### config.mk
export PLATFORM = sky130hd
export DESIGN_NAME = pc_unit
export DESIGN_NICKNAME = d
export VERILOG_FILES = /design/src/rtl/pc_unit.sv
export SDC_FILE = /design/constraint.sdc
export NUM_CORES = 1
export LEC_CHECK = 0
export CORE_ASPECT_RATIO = 1.5
export CORE_MARGIN = 3
export CORE_UTILIZATION = 36
export CTS_CLUSTER_DIAMETER = 120
export DETAILED_ROUTE_END_ITERATION = 8
export GPL_ROUTABILITY_DRIVEN = 0
export GPL_TIMING_DRIVEN = 0
export PLACE_DENSITY_LB_ADDON = 0.08
export SYNTH_ARGS = -nofsm -noshare
export SYNTH_HDL_FRONTEND = slang
export SYNTH_SLANG_ARGS = --single-unit
### constraint.sdc
create_clock -name clock -period 2 [get_ports clock]
set_input_delay 0.3 -clock clock [delete_from_list [all_inputs] [get_ports clock]]
set_output_delay 0.3 -clock clock [all_outputs]
set_load 0.05 [all_outputs]
### src/rtl/pc_unit.sv
// pc_unit: program counter with next-PC select and optional return-address stack.
// Define PC_RAS_EN to build the return-address stack; otherwise pop falls back to ra.
module pc_unit #(
  parameter int WIDTH = 16,
  parameter int RAS_DEPTH = 4,
  parameter int RESET_PC = 0,
  parameter int STEP = 2
) (
  input  logic             clock,
  input  logic             reset_n,
  input  logic [2:0]       pcSrc,
  input  logic             pcWrite,
  input  logic [WIDTH-1:0] immPlusPC,
  input  logic [WIDTH-1:0] immAddr,
  input  logic [WIDTH-1:0] ra,
  input  logic [WIDTH-1:0] pcPlusMary,
  input  logic [WIDTH-1:0] jcmpImm,
  input  logic             rasPush,
  input  logic             rasClr,
  output logic [WIDTH-1:0] pcCur,
  output logic [WIDTH-1:0] pcPlus,
  output logic [WIDTH-1:0] rasTop,
  output logic             rasEmpty,
  output logic             rasFull,
  output logic             rasOvf,
  output logic             rasUnf
);
  logic [WIDTH-1:0] nextPc, popPc;
  assign pcPlus = pcCur + WIDTH'(STEP);
`ifdef PC_RAS_EN
  localparam int PW = $clog2(RAS_DEPTH);
  localparam int CW = $clog2(RAS_DEPTH + 1);
  logic [WIDTH-1:0] stack [RAS_DEPTH];
  logic [PW-1:0] topPtr, upPtr;
  logic [CW-1:0] count;
  logic ovf, unf, push, pop;
  assign upPtr = topPtr + PW'(1);
  assign push = pcWrite && rasPush;
  assign pop = pcWrite && pcSrc == 3'd6;
  assign rasEmpty = count == '0;
  assign rasFull = count == CW'(RAS_DEPTH);
  assign rasTop = rasEmpty ? '0 : stack[topPtr];
  assign popPc = rasEmpty ? ra : rasTop;
  assign rasOvf = ovf;
  assign rasUnf = unf;
  // Circular buffer: a push when full advances over the oldest entry.
  always_ff @(posedge clock or negedge reset_n) begin
    if (!reset_n) begin
      topPtr <= '0;
      count <= '0;
      ovf <= 1'b0;
      unf <= 1'b0;
      for (int i = 0; i < RAS_DEPTH; i++) stack[i] <= '0;
    end else if (rasClr) begin
      count <= '0;
      ovf <= 1'b0;
      unf <= 1'b0;
    end else if (push && pop && !rasEmpty) begin
      stack[topPtr] <= pcPlus;
    end else if (push) begin
      stack[upPtr] <= pcPlus;
      topPtr <= upPtr;
      count <= rasFull ? count : count + CW'(1);
      if (rasFull) ovf <= 1'b1;
      if (pop) unf <= 1'b1;
    end else if (pop) begin
      if (rasEmpty) unf <= 1'b1;
      else begin
        topPtr <= topPtr - PW'(1);
        count <= count - CW'(1);
      end
    end
  end
`else
  logic unusedRas;
  assign unusedRas = rasPush ^ rasClr;
  assign popPc = ra;
  assign rasTop = '0;
  assign rasEmpty = 1'b1;
  assign rasFull = 1'b0;
  assign rasOvf = 1'b0;
  assign rasUnf = 1'b0;
`endif
  always_comb begin
    nextPc = pcSrc == 3'd0 ? pcPlus :
             pcSrc == 3'd1 ? immPlusPC :
             pcSrc == 3'd2 ? immAddr :
             pcSrc == 3'd3 ? ra :
             pcSrc == 3'd4 ? pcPlusMary :
             pcSrc == 3'd5 ? jcmpImm :
             pcSrc == 3'd6 ? popPc : pcCur;
  end
  always_ff @(posedge clock or negedge reset_n) begin
    if (!reset_n) pcCur <= WIDTH'(RESET_PC);
    else if (pcWrite) pcCur <= nextPc;
  end
endmodule

## Word level (Yosys, flattened, before mapping)

Index checks and enable logic that the tools add are counted.

- Flip-flop bits (word level): 16
- Bits of input ports: 88
- Output and inout port bits: 52
- Logic and storage cells: 18

- $add $sub $neg: 1
- Equal/unequal tests: 6
- Multiplexer cells: 7
- Reductions and logical operators: 3

Operator list:

| cell | number |
|---|---|
| 16-bit two-way mux | 7 |
| 16-bit by 2-bit adder with 16-bit output (second input constant) | 1 |
| 3-bit == test (second input constant) | 3 |
| 7-bit nonzero test | 1 |
| 3-bit by 2-bit == test with 1-bit output (second input constant) | 2 |
| 3-bit by 1-bit == test with 1-bit output (second input constant) | 1 |
| 3-bit logical NOT | 1 |
| 2-bit AND reduction | 1 |

## Depth between registers and ports, before layout

- Word-level depth: 8
- Depth in mapped cells: 7
- Gate-level depth less buffers: 6

## Worst setup path after synthesis

OpenSTA, ideal clock, no wires.

- Path kind: flip-flop to output port
- Start point: register pcCur[1]
- End point: output port pcPlus[15]
- Data arrival time: 2.306 ns
- Data required time: 1.700 ns
- Path slack: -0.606 ns
- Cell stages (with the launch flop): 6
- Buffers on the path: 0
- Cells stage by stage: dfrtp_1 -> ha_1 -> and2_1 -> nand4_1 -> nor2_1 -> xor2_1

- Longest elaborated chain between the ends: 1

RTL lines:

| what | RTL line | RTL |
|---|---|---|
| from (decl) | 20 | `output logic [WIDTH-1:0] pcCur,` |
| from (signal assigned) | 94 | `if (!reset_n) pcCur <= WIDTH'(RESET_PC);` |
| from (signal assigned) | 95 | `else if (pcWrite) pcCur <= nextPc;` |
| 16-bit by 2-bit adder with 16-bit output | 29 | `assign pcPlus = pcCur + WIDTH'(STEP);` |
| to (decl) | 21 | `output logic [WIDTH-1:0] pcPlus,` |

No other way between the ends.

## Worst setup path in the final report

- Start point: register pcCur[3]
- End point: output port pcPlus[15]

Same word-level chain as after synthesis.

==> metrics.cfg <==
[power]
power_mw = 2.211
p_per_area_mw_per_mm2 = 585.9
p_leak_nw = 1.690
peakVddDrop_v = 0.0003061

[logic_synthesis]
yosysTopAreaCellShare_pct = 19.84
synth-main-ff-cell = dfrtp_1
synth.distinct_cells = 53
ys_warn_count = 0
seq_area_frac_synth_pct = 19.84
async_reset_ff_share_pct = 100.0
synth.area.top_cells = dfrtp_1 20%, mux2i_1 8.4%, buf_4 8.2%
syn_area_per_cell_um2 = 7.792
synth_seq_cells = 16
synth_edf_count = 0
syn_area_mm2 = 0.002018
synth_top_area_cell = dfrtp_1
synthCells = 259

[setup_path]
worstPathRequired_ns = 1.70
arrival_ns = 1.74
crit_path_end_kind = primary output
path_max_fanout = 4
critPathLaunchType = flop
path_class = flop to primary output

[sta]
fin_tns_setup_ns = -0.04080
timing.final.ws_setup_ns = -0.04080
fin_skew_ns = 0.001897
slew_viol_final = 0
timing.slew.headroom_pct = 47.71
clock.fmax_mhz = 490.0
rsz0062_at_grt = yes
setup_viol = 1
hold_ws_ns = 0.5038
finalHoldViolCount = 0
period_share_pct = 102.0
period_needed_ns = 2.041
worst_pin_slew_ns = 0.7819

[die]
io_pins = 140
die_h_um = 97.70
die_area_mm2 = 0.006559
fp.dieW_um = 67.14
rows = 32
start_util_pct = 38.19
coreArea_mm2 = 0.005285

[route]
drc = 0
antenna_left = 0
drt_iter0_markers = 159
num_vias = 2626
drt_pass1_iterations = 4
wl_per_cell_um = 16.06
drt-total-wl_um = 7933
viasPerCell = 5.316

[global_routing]
antenna_found_initial = 0
grt_max_degree = 17
first_global_vias = 2553
track_usage_pct = 23.72
overflow = 0
grt_use_met3_pct = 3.704
grt_busiest_layer = met2
met2_usage_pct = 42.88
grt.met1_usage_pct = 27.25
grt_first_pass_wirelength_um = 12140

[status]
violations = negative setup slack
status = complete, but fails checks

[final_layout]
top_regs = pcCur x16
area_growth_pct = 86.98
utilization_pct = 71.40
top_register = pcCur
layout-drive-gt1-share_pct = 28.64
fin_nets = 516
postLayoutCellArea_mm2 = 0.003774
largest_reg_flops = 16
antenna-diode-count = 0

[clock_network]
root_buffer = clkbuf_8
cts_buffer_depth = 2
clk_pin_slew_ns = 0.06
cts_buffers = 3
cts_tree = built
insertion_delay_ns = 0.25
numClockSinks = 16
htree_levels = 1

[place]
postPlaceCellArea_mm2 = 0.003486
placement.io_buffers = 115
place_hpwl_um = 6198

[hold_path]
worstHoldPathType = input pin to asynchronous set/reset pin

[flow_run]
drv_cap = 0

what timing repair did:
item,CTS,global route
endpoints found under the setup margin,20,21
resized for setup,65,24
hold buffers,0,0
pin swaps,4,4
buffers inserted,14,16
logic make-up (layout without fill, tap and decap cells):
group | count (synthesis) | count (layout) | share of synthesized area [%]
multiplexers | 23 | 23 | 12.34
XOR/XNOR | 13 | 13 | 5.642
other | 2 | 20 | 0.3721
buffers and inverters | 46 | 195 | 15.44
AND/OR/NAND/NOR | 81 | 81 | 19.59
AO/OA/AOI/OAI | 77 | 77 | 26.16
flip-flops | 16 | 16 | 19.84
adder cells (fa/ha/maj) | 1 | 1 | 0.6199
worst max-delay path, cell delays in order, from the launching register on:
cell and delay, ns:
dfrtp_2 0.39, and4_4 0.25, buf_6 0.11, nand4_1 0.09
buf_6 0.15, nor2_4 0.17, xor2_4 0.15, buf_6 0.17
synthesized netlist by cell type, types with 2 or more instances:
| library cell | instances |
|---|---|
| xor2_1 | 5 |
| inv_1 | 9 |
| a22oi_1 | 3 |
| nor2b_1 | 3 |
| o211ai_1 | 2 |
| nor2_1 | 18 |
| nor3_1 | 6 |
| a211oi_1 | 3 |
| nand2_1 | 27 |
| o2bb2ai_1 | 2 |
| a221oi_1 | 7 |
| mux2i_1 | 17 |
| a21oi_1 | 12 |
| o21ai_0 | 22 |
| o221ai_1 | 3 |
| xnor2_1 | 8 |
| and4_1 | 2 |
| and3_1 | 2 |
| buf_2 | 4 |
| o22a_1 | 2 |
| conb_1 | 2 |
| dfrtp_1 | 16 |
| buf_6 | 3 |
| nand3_1 | 8 |
| mux2_2 | 5 |
| o311ai_0 | 2 |
| clkbuf_1 | 4 |
| a22o_1 | 5 |
| a31oi_1 | 3 |
| nand4_1 | 3 |
| nand2b_1 | 3 |
| and2_1 | 2 |
| clkbuf_8 | 2 |
| buf_4 | 22 |
| o22ai_1 | 4 |
where the power goes:
| part | internal, mW | switching, mW | total (mW) | leakage, nW |
|---|---|---|---|---|
| combinational | 0.615 | 0.844 | 1.46 | 1.48 |
| sequential | 0.381 | 0.0782 | 0.459 | 0.179 |
| clock | 0.175 | 0.118 | 0.293 | 0.0288 |
| total | 1.17 | 1.04 | 2.21 | 1.69 |
layout make-up:
| class | instances | area, um2 |
|---|---|---|
| Multi-Input combinational cell | 215 | 1546 |
| Fill cell | 440 | 1511 |
| Timing Repair Buffer | 145 | 1365 |
| Sequential cell | 16 | 412.9 |
| Buffer | 37 | 275.3 |
| Tap cell | 68 | 85.08 |
| Clock buffer | 4 | 55.05 |
| Inverter | 9 | 33.78 |
placed cells by master, fill, tap and decap left out, drive strengths merged, types with 3 or more instances in the layout:
master and count:
a31oi 3, nand2 27, inv 9, a211oi 3
o221ai 3, and3 3, mux2i 17, nand4 3
a221oi 7, clkdlybuf4s50 98, dfrtp 16, a21oi 12
xnor2 8, mux2 5, nor3 6, nor2 18
xor2 5, nand2b 3, nand3 9, a22oi 3
clkbuf 13, and4 3, nor2b 3, a22o 5
o22ai 5, buf 69, o21ai 22, and2 3
conb 20
through the flow:
step                      setup slack [ns]  std cells
after floorplan                   -0.06240        277
after global placement             -0.6820        460
after detailed placement           -0.6918        460
after CTS                         -0.07640        478
after global routing               -0.1128        494
final                             -0.04080        494
routing by layer:
metal / vias up / part of all wire (%)
met3: 16 / 7.7
met5: - / 0
met4: 0 / 2.7
met2: 137 / 52
met1: 1226 / 37
li1: 1247 / -
path summary, 6_finish.rpt:
path                                start    endpoint  slack (ns)  depth (start not counted)
worst min-delay path              reset_n    pcCur[7]        0.50                          1
worst max-delay path             pcCur[3]  pcPlus[15]       -0.04                          7
worst min register to register  pcCur[14]   pcCur[14]        0.59                          1
max in group asynchronous         reset_n   pcCur[10]        0.96                          1
worst max register to register   pcCur[3]   pcCur[14]        0.27                          8
min in group clock                pcWrite    pcCur[0]        0.57                          3
No activity file was read; power rests on OpenSTA's default activity.
==> RTL change, RTL diff (same settings) <==
The option `PC_RAS_EN` is turned on by a define.
--- a/src/rtl/pc_unit.sv
+++ b/src/rtl/pc_unit.sv
@@ -2,2 +2,4 @@
 // Define PC_RAS_EN to build the return-address stack; otherwise pop falls back to ra.
+`define PC_RAS_EN
+
 module pc_unit #(
Check against the original RTL: not equivalent (Yosys sat finds a counterexample within 4 cycles, from zero or initial values and one cycle with reset_n low).
==> RTL change against the original RTL <==
The flow still finishes with violations (setup timing). Sequential cell count grew 71. Area after synthesis increased to 2.8 times the old value. Clock skew increased by 0.0051 ns. Final area grew to 2.5 times the old value. Register-to-register slack worse by 0.38 ns. Total power grew to 5.7 times the old value. Combinational power grew to 5.3 times the old value. Setup slack worse by 0.27 ns. Routed wire length rose to 3.0 times the old value. Critical endpoint is now pcPlus[14].
==> RTL change: results (changes against the original RTL) <==
status: finished with violations
leak pwr: 3.96 nW (+130%)
vias in the first global route: 6089 (+140%)
worst setup margin: -0.309 ns (-0.268 ns)
Crit. Startpoint: pcCur[5]
Synth area leaders: dfrtp_1, a21oi_1, nor2_1
# fillers: 1227 (+180%)
H-tree depth: 3 (+2)
R2R Path End: stack[17]
Clk Latency, worst-skew pair: 0.34 ns (+0.09 ns)
wl on met1: 8790 microns (+200%)
sequential-to-total area share from yosys stat: 0.389 (+0.191)
worst slew pin tran: 0.685 ns (-0.0972 ns)
setup_tns: -6.54 ns (-6.50 ns)
slowest CP cell: or3_4
final net count: 954 (+85%)
Critical path destination: pcPlus[14]
R2R setup slack: -0.11 ns (-0.38 ns)
failing checks: setup timing
HP Class: in2reg
drt first pass iters: 5 (+1)
Synth cell types: 68 (+28%)
CTS Buf Count: 9 (+6)
R2R cell count: 11 (+3)
Critical Path Max Stage Delay: 0.43 ns (+0.04 ns)
clock skew: 0.00700 ns (+0.00510 ns)
Detail Route met3 WL: 1720 microns (+180%)
worst reg2reg startpoint: topPtr[0]
global-route wire length before repair: 34600 microns (+190%)
Final setup violation count: 65 (+64)
layout cells sized above 1: 0.413 (+0.126)
vias per cell: 5.68 (+6.9%)
Post-DP Area: 0.00732 sq mm (+110%)
metal2 WL: 12100 microns (+190%)
IR drop worst, VDD: 0.000774 V (+150%)
Data arrival, critical path: 2.01 ns (+0.27 ns)
setup bufs post-CTS: 54 (+40)
largest net degree at the start of global routing: 46 (+29)
Post-CTS Resized: 343 (+430%)
count of hold-fix buffers inserted at cts: 1 (+1)
Top Registers: stack (64), pcCur (16), count (3)
[RTL change: how the worst min path moves through the flow]
stage | slack (ns) | endpoint
4_1_cts | 0.33 | rasUnf
6_report | 0.36 | rasUnf
3_5_place_dp | 0.34 | pcCur[14]
5_1_grt | 0.38 | rasUnf
2_1_floorplan | 0.004 | count[0]
3_3_place_gp | 0.48 | rasUnf
[RTL change: cell families after synthesis]
kind of cell / synth area share
xor gates and xnor gates: 0.0250
and+or+nand+nor: 0.150
AOI/OAI and AO/OA: 0.224
adders and majority gates: 0.0192
buffers and inverters: 0.0686
DFF: 0.389
muxes: 0.124
[RTL change: report_power, final]
part / internal (W) / total, W / leakage (nW) / switching [W]
Clock: 0.00102 / 0.00178 / 0.153 / 0.000753
Sequential: 0.00254 / 0.00311 / 0.996 / 0.000570
Combinational: 0.00386 / 0.00781 / 2.81 / 0.00396
Total: 0.00742 / 0.0127 / 3.96 / 0.00528
[RTL change: cell type report]
cell class	instances	area share
Tap cell	199	0.0263
Clock inverter	6	0.00819
Inverter	33	0.0153
Multi-Input combinational cell	448	0.395
Buffer	44	0.0435
Sequential cell	87	0.232
Timing Repair Buffer	235	0.255
Clock buffer	10	0.0252
[RTL change: metrics by stage]
| stage | hold slack, ns | std cells | utilization | worst slack (ns) |
|---|---|---|---|---|
| after global placement | 0.479 | 948 | 0.482 | -3.06 |
| after detailed placement | 0.343 | 949 | 0.483 | -0.914 |
| after floorplan | 0.00441 | 613 | - | -0.0497 |
| after global routing | 0.381 | 1062 | 0.625 | -0.377 |
| after CTS | 0.333 | 1022 | 0.572 | -0.393 |
| final | 0.358 | 1062 | 0.625 | -0.309 |
[RTL change: metal layers]
layer	global-route usage	up-vias
met5	0	-
met2	0.476	314
met1	0.309	2971
met4	0.105	0
met3	0.0471	66
li1	-	2685
